[src/rtl/load_store_unit_if.sv]
// Bus bundle between the load/store unit, the core execute stage and data memory.
// The master modport is the LSU itself; the slave modport is everything around it.
interface load_store_unit_if;
  // Core request channel
  logic        req_valid;
  logic        req_ready;
  logic        req_store;
  logic [2:0]  req_funct3;
  logic [31:0] req_addr;
  logic [31:0] req_wdata;

  // Core response channel
  logic        resp_valid;
  logic        resp_ready;
  logic [31:0] resp_rdata;
  logic        resp_error;

  // Data-memory channel
  logic [31:0] data_addr;
  logic [31:0] data_write;
  logic [3:0]  data_write_byte;
  logic        data_write_valid;
  logic        data_read_valid;
  logic [31:0] data_read;

  modport master (
    input  req_valid, req_store, req_funct3, req_addr, req_wdata,
    input  resp_ready,
    input  data_read,
    output req_ready,
    output resp_valid, resp_rdata, resp_error,
    output data_addr, data_write, data_write_byte, data_write_valid, data_read_valid
  );

  modport slave (
    output req_valid, req_store, req_funct3, req_addr, req_wdata,
    output resp_ready,
    output data_read,
    input  req_ready,
    input  resp_valid, resp_rdata, resp_error,
    input  data_addr, data_write, data_write_byte, data_write_valid, data_read_valid
  );
endinterface

[src/rtl/load_store_unit.sv]
// RV32I load/store unit: one request in flight, lane-aligned memory access,
// load extraction with sign/zero extension, error response for illegal or misaligned ops.
module load_store_unit #(
  parameter int READ_LATENCY = 1
) (
  input logic               clk,
  input logic               reset,
  load_store_unit_if.master bus
);

  localparam logic [1:0] IDLE   = 2'd0;
  localparam logic [1:0] ACCESS = 2'd1;
  localparam logic [1:0] WAIT   = 2'd2;
  localparam logic [1:0] RESP   = 2'd3;

  localparam logic [3:0] LAST_READ = 4'(READ_LATENCY - 1);

  logic [1:0]  state, state_n;
  logic [3:0]  count, count_n;

  // Operation latched at acceptance; only the low address bits matter after that
  logic        op_store;
  logic [2:0]  op_funct3;
  logic [1:0]  op_offset;

  logic        ready;
  logic        accept;

  logic [31:0] data_addr, data_addr_n;
  logic [31:0] data_write, data_write_n;
  logic [3:0]  data_write_byte, data_write_byte_n;
  logic        write_valid, write_valid_n;
  logic        read_valid, read_valid_n;
  logic        resp_valid, resp_valid_n;
  logic [31:0] resp_rdata, resp_rdata_n;
  logic        resp_error, resp_error_n;

  function automatic logic is_bad(input logic store, input logic [2:0] funct3,
                                  input logic [1:0] offset);
    logic illegal;
    logic misaligned;
    illegal    = store ? (funct3 > 3'b010) : (funct3 == 3'b011 || funct3[2:1] == 2'b11);
    misaligned = (funct3[1:0] == 2'b01 && offset[0]) ||
                 (funct3[1:0] == 2'b10 && offset != 2'b00);
    return illegal || misaligned;
  endfunction

  function automatic logic [31:0] store_lanes(input logic [1:0] size, input logic [31:0] wdata);
    logic [31:0] lanes;
    unique case (size)
      2'b00:   lanes = {4{wdata[7:0]}};
      2'b01:   lanes = {2{wdata[15:0]}};
      default: lanes = wdata;
    endcase
    return lanes;
  endfunction

  function automatic logic [3:0] store_enables(input logic [1:0] size, input logic [1:0] offset);
    logic [3:0] enables;
    unique case (size)
      2'b00:   enables = 4'b0001 << offset;
      2'b01:   enables = 4'b0011 << offset;
      default: enables = 4'b1111;
    endcase
    return enables;
  endfunction

  function automatic logic [31:0] extract(input logic [2:0] funct3, input logic [1:0] offset,
                                          input logic [31:0] word);
    logic [31:0] raw;
    logic [31:0] value;
    raw = word >> {offset, 3'b000};
    unique case (funct3)
      3'b000:  value = {{24{raw[7]}}, raw[7:0]};
      3'b100:  value = {24'h0, raw[7:0]};
      3'b001:  value = {{16{raw[15]}}, raw[15:0]};
      3'b101:  value = {16'h0, raw[15:0]};
      default: value = raw;
    endcase
    return value;
  endfunction

  // req_ready is the only combinational output so a request can be taken in the first IDLE cycle
  assign ready  = (state == IDLE) && reset;
  assign accept = bus.req_valid && ready;

  always_comb begin
    // NOTE: every signal gets a default before the case so no path leaves it unassigned (no latches).
    state_n           = state;
    count_n           = count;
    data_addr_n       = data_addr;
    data_write_n      = data_write;
    data_write_byte_n = data_write_byte;
    write_valid_n     = 1'b0;
    read_valid_n      = 1'b0;
    resp_valid_n      = resp_valid;
    resp_rdata_n      = resp_rdata;
    resp_error_n      = resp_error;

    unique case (state)
      IDLE: begin
        if (accept) begin
          if (is_bad(bus.req_store, bus.req_funct3, bus.req_addr[1:0])) begin
            state_n      = RESP;
            resp_valid_n = 1'b1;
            resp_error_n = 1'b1;
            resp_rdata_n = 32'h0;
          end else begin
            state_n     = ACCESS;
            data_addr_n = {bus.req_addr[31:2], 2'b00};
            if (bus.req_store) begin
              data_write_n      = store_lanes(bus.req_funct3[1:0], bus.req_wdata);
              data_write_byte_n = store_enables(bus.req_funct3[1:0], bus.req_addr[1:0]);
              write_valid_n     = 1'b1;
            end else begin
              data_write_n      = 32'h0;
              data_write_byte_n = 4'h0;
              read_valid_n      = 1'b1;
              count_n           = 4'h0;
            end
          end
        end
      end

      ACCESS, WAIT: begin
        if (op_store || count == LAST_READ) begin
          // Store strobe lasted its single cycle, or the last read cycle ends here
          state_n           = RESP;
          data_addr_n       = 32'h0;
          data_write_n      = 32'h0;
          data_write_byte_n = 4'h0;
          resp_valid_n      = 1'b1;
          resp_error_n      = 1'b0;
          resp_rdata_n      = op_store ? 32'h0 : extract(op_funct3, op_offset, bus.data_read);
        end else begin
          state_n      = WAIT;
          count_n      = count + 4'd1;
          read_valid_n = 1'b1;
        end
      end

      RESP: begin
        if (bus.resp_ready) begin
          state_n      = IDLE;
          resp_valid_n = 1'b0;
          resp_rdata_n = 32'h0;
          resp_error_n = 1'b0;
        end
      end

      default: state_n = IDLE;
    endcase
  end

  always_ff @(posedge clk or negedge reset) begin
    if (!reset) begin
      state           <= IDLE;
      count           <= 4'h0;
      op_store        <= 1'b0;
      op_funct3       <= 3'h0;
      op_offset       <= 2'h0;
      data_addr       <= 32'h0;
      data_write      <= 32'h0;
      data_write_byte <= 4'h0;
      write_valid     <= 1'b0;
      read_valid      <= 1'b0;
      resp_valid      <= 1'b0;
      resp_rdata      <= 32'h0;
      resp_error      <= 1'b0;
    end else begin
      // NOTE: non-blocking assignments so every register samples pre-edge values.
      state           <= state_n;
      count           <= count_n;
      data_addr       <= data_addr_n;
      data_write      <= data_write_n;
      data_write_byte <= data_write_byte_n;
      write_valid     <= write_valid_n;
      read_valid      <= read_valid_n;
      resp_valid      <= resp_valid_n;
      resp_rdata      <= resp_rdata_n;
      resp_error      <= resp_error_n;
      if (accept) begin
        op_store  <= bus.req_store;
        op_funct3 <= bus.req_funct3;
        op_offset <= bus.req_addr[1:0];
      end
    end
  end

  assign bus.req_ready        = ready;
  assign bus.resp_valid       = resp_valid;
  assign bus.resp_rdata       = resp_rdata;
  assign bus.resp_error       = resp_error;
  assign bus.data_addr        = data_addr;
  assign bus.data_write       = data_write;
  assign bus.data_write_byte  = data_write_byte;
  assign bus.data_write_valid = write_valid;
  assign bus.data_read_valid  = read_valid;

  strobes_exclusive: assert property (@(posedge clk) disable iff (!reset)
    !(write_valid && read_valid));

  response_stable: assert property (@(posedge clk) disable iff (!reset)
    resp_valid && !bus.resp_ready |=> resp_valid && $stable(resp_rdata) && $stable(resp_error));

  no_bus_while_responding: assert property (@(posedge clk) disable iff (!reset)
    resp_valid |-> !write_valid && !read_valid);

endmodule

[src/flat_wrapper.sv]
// flat-port wrapper written by rule: the top's interface ports become plain ports
module load_store_unit_flat 
#(
  parameter int READ_LATENCY = 1
)
  (clk, reset, bus_req_valid, bus_req_store, bus_req_funct3, bus_req_addr, bus_req_wdata, bus_resp_ready, bus_data_read, bus_req_ready, bus_resp_valid, bus_resp_rdata, bus_resp_error, bus_data_addr, bus_data_write, bus_data_write_byte, bus_data_write_valid, bus_data_read_valid);
  load_store_unit_if bus_i ();
  input logic clk;
  input logic reset;
  input wire logic [$bits(bus_i.req_valid)-1:0] bus_req_valid;
  input wire logic [$bits(bus_i.req_store)-1:0] bus_req_store;
  input wire logic [$bits(bus_i.req_funct3)-1:0] bus_req_funct3;
  input wire logic [$bits(bus_i.req_addr)-1:0] bus_req_addr;
  input wire logic [$bits(bus_i.req_wdata)-1:0] bus_req_wdata;
  input wire logic [$bits(bus_i.resp_ready)-1:0] bus_resp_ready;
  input wire logic [$bits(bus_i.data_read)-1:0] bus_data_read;
  output wire logic [$bits(bus_i.req_ready)-1:0] bus_req_ready;
  output wire logic [$bits(bus_i.resp_valid)-1:0] bus_resp_valid;
  output wire logic [$bits(bus_i.resp_rdata)-1:0] bus_resp_rdata;
  output wire logic [$bits(bus_i.resp_error)-1:0] bus_resp_error;
  output wire logic [$bits(bus_i.data_addr)-1:0] bus_data_addr;
  output wire logic [$bits(bus_i.data_write)-1:0] bus_data_write;
  output wire logic [$bits(bus_i.data_write_byte)-1:0] bus_data_write_byte;
  output wire logic [$bits(bus_i.data_write_valid)-1:0] bus_data_write_valid;
  output wire logic [$bits(bus_i.data_read_valid)-1:0] bus_data_read_valid;
  assign bus_i.req_valid = bus_req_valid;
  assign bus_i.req_store = bus_req_store;
  assign bus_i.req_funct3 = bus_req_funct3;
  assign bus_i.req_addr = bus_req_addr;
  assign bus_i.req_wdata = bus_req_wdata;
  assign bus_i.resp_ready = bus_resp_ready;
  assign bus_i.data_read = bus_data_read;
  assign bus_req_ready = bus_i.req_ready;
  assign bus_resp_valid = bus_i.resp_valid;
  assign bus_resp_rdata = bus_i.resp_rdata;
  assign bus_resp_error = bus_i.resp_error;
  assign bus_data_addr = bus_i.data_addr;
  assign bus_data_write = bus_i.data_write;
  assign bus_data_write_byte = bus_i.data_write_byte;
  assign bus_data_write_valid = bus_i.data_write_valid;
  assign bus_data_read_valid = bus_i.data_read_valid;
  load_store_unit #(.READ_LATENCY(READ_LATENCY)) u_core (.clk(clk), .reset(reset), .bus(bus_i));
endmodule
[config.mk]
export PLATFORM = sky130hd
export DESIGN_NAME = load_store_unit_flat
export DESIGN_NICKNAME = d
export VERILOG_FILES = /design/src/rtl/load_store_unit_if.sv /design/src/rtl/load_store_unit.sv /design/src/flat_wrapper.sv
export SDC_FILE = /design/constraint.sdc
export NUM_CORES = 1
export LEC_CHECK = 0
export CORE_AREA = 2 2 166 87
export DETAILED_ROUTE_END_ITERATION = 10
export DIE_AREA = 0 0 168 89
export GPL_TIMING_DRIVEN = 0
export PLACE_DENSITY = 0.75
export SLEW_MARGIN = 20
export SYNTH_ARGS = -nofsm -noshare
export SYNTH_HDL_FRONTEND = slang
export SYNTH_SLANG_ARGS = --single-unit
[constraint.sdc]
create_clock -name clk -period 4.6 [get_ports clk]
set_input_delay 0.92 -clock clk [delete_from_list [all_inputs] [get_ports clk]]
set_output_delay 0.92 -clock clk [all_outputs]
set_load 0.1 [all_outputs]
==> results of run 1 <==
## per-layer routing
metal / share of wire / vias to the layer above
met5: 0 / -
met2: 0.49 / 188
met1: 0.44 / 2316
li1: - / 2217
met4: 0.018 / 0
met3: 0.057 / 26
## synthesized netlist by cell type, drive strengths merged, types with 2 or more instances
| master | number |
|---|---|
| nand3 | 8 |
| nand2 | 19 |
| a22o | 64 |
| a21o | 3 |
| a211o | 8 |
| nand2b | 5 |
| nand4b | 2 |
| o21ai | 9 |
| inv | 7 |
| o22ai | 8 |
| and2 | 3 |
| dfrtp | 114 |
| a21oi | 15 |
| clkbuf | 16 |
| nor3b | 2 |
| nor2 | 15 |
| buf | 22 |
| nor2b | 13 |
| a32o | 9 |
| ha | 6 |
| o211ai | 2 |
| mux2 | 11 |
| mux2i | 41 |
| o2bb2ai | 43 |
## worst max-delay path: cells and delay by family
family | cells | cell delay [ns]
simple gates | 1 | 0.18
buf+inv | 3 | 1.84
## sequential cells by signal, summed over array words and instances (netlist names)
register,flops
u_core.bus.resp_error,1
u_core.bus.data_write_valid,1
u_core.bus.data_write,32
u_core.op_funct3,3
u_core.count,4
u_core.bus.data_addr,30
u_core.bus.data_read_valid,1
u_core.bus.resp_valid,1
u_core.state,2
u_core.bus.data_write_byte,4
u_core.op_store,1
u_core.bus.resp_rdata,32
u_core.op_offset,2
## kinds of logic (layout without fill, tap and decap cells)
kind of cell,after synthesis,after routing,synth area share
muxes,53,53,0.102
DFF,114,114,0.525
other,1,2,0.000690
and+or+nand+nor,73,73,0.0690
AOI/OAI and AO/OA,166,166,0.249
buffers and inverters,45,282,0.0407
adders and majority gates,6,6,0.0138
## layout make-up
class	count	area, sq um
flip-flops and latches	114	2850
repair buffers	206	2080
well taps	176	220
clock inverters	12	188
inverters	7	26.3
multi-input cells	300	2370
plain buffers	38	195
fillers	1063	4950
clock buffers	19	443
## report_power, final
part           leakage, nW  internal (W)  total [W]  switching, W
Combinational         1.78      0.000750    0.00232       0.00157
Clock                0.312      0.000965    0.00142      0.000452
Sequential            1.56       0.00113    0.00123     0.0000957
## through the flow
step,util,cells
after global placement,0.579,840
after detailed placement,0.581,841
after CTS,0.628,872
after floorplan,-,459
final,0.628,872
after global routing,0.628,872
## worst paths after layout
| kind | start | to | slack (ns) | cells after the start |
|---|---|---|---|---|
| worst min-delay path | reset | u_core.bus.resp_rdata[10] | 0.44 | 1 |
| min in group clk | u_core.bus.data_write[18] | u_core.bus.data_write[18] | 0.48 | 1 |
| worst max-delay path | reset | bus_req_ready | 0.71 | 4 |
| worst max register to register | u_core.state[1] | u_core.bus.data_write_byte[0] | 2.06 | 8 |
| worst min register to register | u_core.bus.data_write[18] | u_core.bus.data_write[18] | 0.48 | 1 |
| max in group asynchronous | reset | u_core.bus.data_addr[5] | 3.48 | 2 |
==> reports/metrics.yaml, run 1 <==
status:
  status: "complete, no violations"
clock_network:
  cts_buffers: 17
  htree_levels: 4
  ctsResizeCount: 0
  ctsRootBufferMaster: "clkbuf_16"
  cts.sinks: 114
  clk_path_buf_depth: 2
  hold_buffers: 0
  worstSkewPairLatency_ns: 0.41
  cts.reportedPaths.clkPinSlew_ns: 0.06
  cts_setup_buffers: 0
  cts_tree: "yes"
timing:
  whs_ns: 0.444
  period_share: 0.846
  relSlewSlack: 0.308
  setup_viol: 0
  hold_viol: 0
  finalSetupTns_ns: 0
  fin_ws_ns: 0.706
  tightest_slew_ns: 1.04
  grt_setup_unrepaired: "no"
  skew_ns: 0.0105
  max_freq_mhz: 257
  post-route-min-period_ns: 3.89
  maxSlewViolCount: 0
worst_setup_path:
  end_kind: "output pin"
  critPathArrivalTime_ns: 2.97
  cpPeakStageDelay_ns: 1.13
  crit_chain: "buf_6, buf_16, and2_1, clkdlybuf4s50_1"
  required_ns: 3.68
  crit_type: "input port to output pin"
  start_kind: "input port"
  cp_slowest_cell: "clkdlybuf4s50_1"
  critPathMaxFanout: 73
global_routing:
  grt_remaining_overflow: 0
  grt_util_met3: 0.0447
  first_global_vias: 4849
  track_usage: 0.225
  grt_first_pass_wirelength_mm: 26.2
  grtUsageMet1: 0.286
  grt-busiest-layer: "met2"
  grtUsageMet2: 0.392
  antenna_found_initial: 0
  grt_max_degree: 74
synthesis:
  yosysSeqAreaShare: 0.525
  ys_warn_count: 0
  ys_async_sr_fraction: 1.00
  synth-edff-count: 0
  syn-instance-count: 458
  synth.largest_area_cell: "dfrtp_1"
  ys_ff_latch: 114
  avgSynthCellArea_sq_um: 11.9
  synth_top_flop_cell: "dfrtp_1"
  synth_area_sq_mm: 0.00544
  synth_top_area_frac: 0.525
  yosys-top-cells-area: "dfrtp_1 (52%), a22o_1 (10%), mux2i_1 (7.5%), o2bb2ai_1 (6.9%), mux2_2 (2.3%)"
  synth_cell_types: 41
power_and_ir_drop:
  ir_drop_mv: 0.309
  finalPower_w: 0.00496
  power_density_mw_per_mm2: 593
  p_leak_nw: 3.65
finish:
  final_nets: 794
  final_cell_area_sq_mm: 0.00837
  diodes: 0
  area_delta_synth_final_pct: 54.0
  layout_common_cells: "clkdlybuf4s50_1 (204), dfrtp_1 (114), a22o_1 (64)"
  drive_gt1_frac: 0.0977
  layout_commonest_cell: "clkdlybuf4s50_1"
route:
  ant_nets: 0
  via_per_inst: 5.44
  wirelength_mm: 16.3
  drt_first_iter_violations: 370
  vias: 4747
  dr.pass1.iters: 5
  wl_per_cell_um: 18.7
  drc: 0
floorplanning:
  ioPinCount: 209
  core-area_sq_mm: 0.0133
  dieArea_sq_mm: 0.0150
  die_y_um: 89
  die_w_um: 168
  initial_utilization: 0.408
  rows: 30
flow_run:
  maxCapViolCount: 0
placed_design:
  io_buffer_count: 205
  place_area_sq_mm: 0.00774
  pre_cts_ws_ns: 0.654
  gp_congestion: 0.827
  dp_hpwl_mm: 12.0
hold_path:
  hold_class: "input port to asynchronous set/reset pin"
Power figures use the tool's default switching activity.
==> run 2, diff against run 1 <==
Clock period 4.6 ns to 3.86 ns, I/O delays scaled along.
==> results of run 2 <==
Same layout as run 1 (identical final DEF). Status: complete, no violations.
Main changes from that run: setup slack after placement 0.654 ns -> 0.210 ns; setup slack after layout 0.706 ns -> 0.262 ns; hold slack 0.444 ns -> 0.296 ns; register-to-register setup slack 2.06 ns -> 1.32 ns; total power 0.00496 W -> 0.00592 W; worst IR drop on VDD 0.309 mV -> 0.369 mV
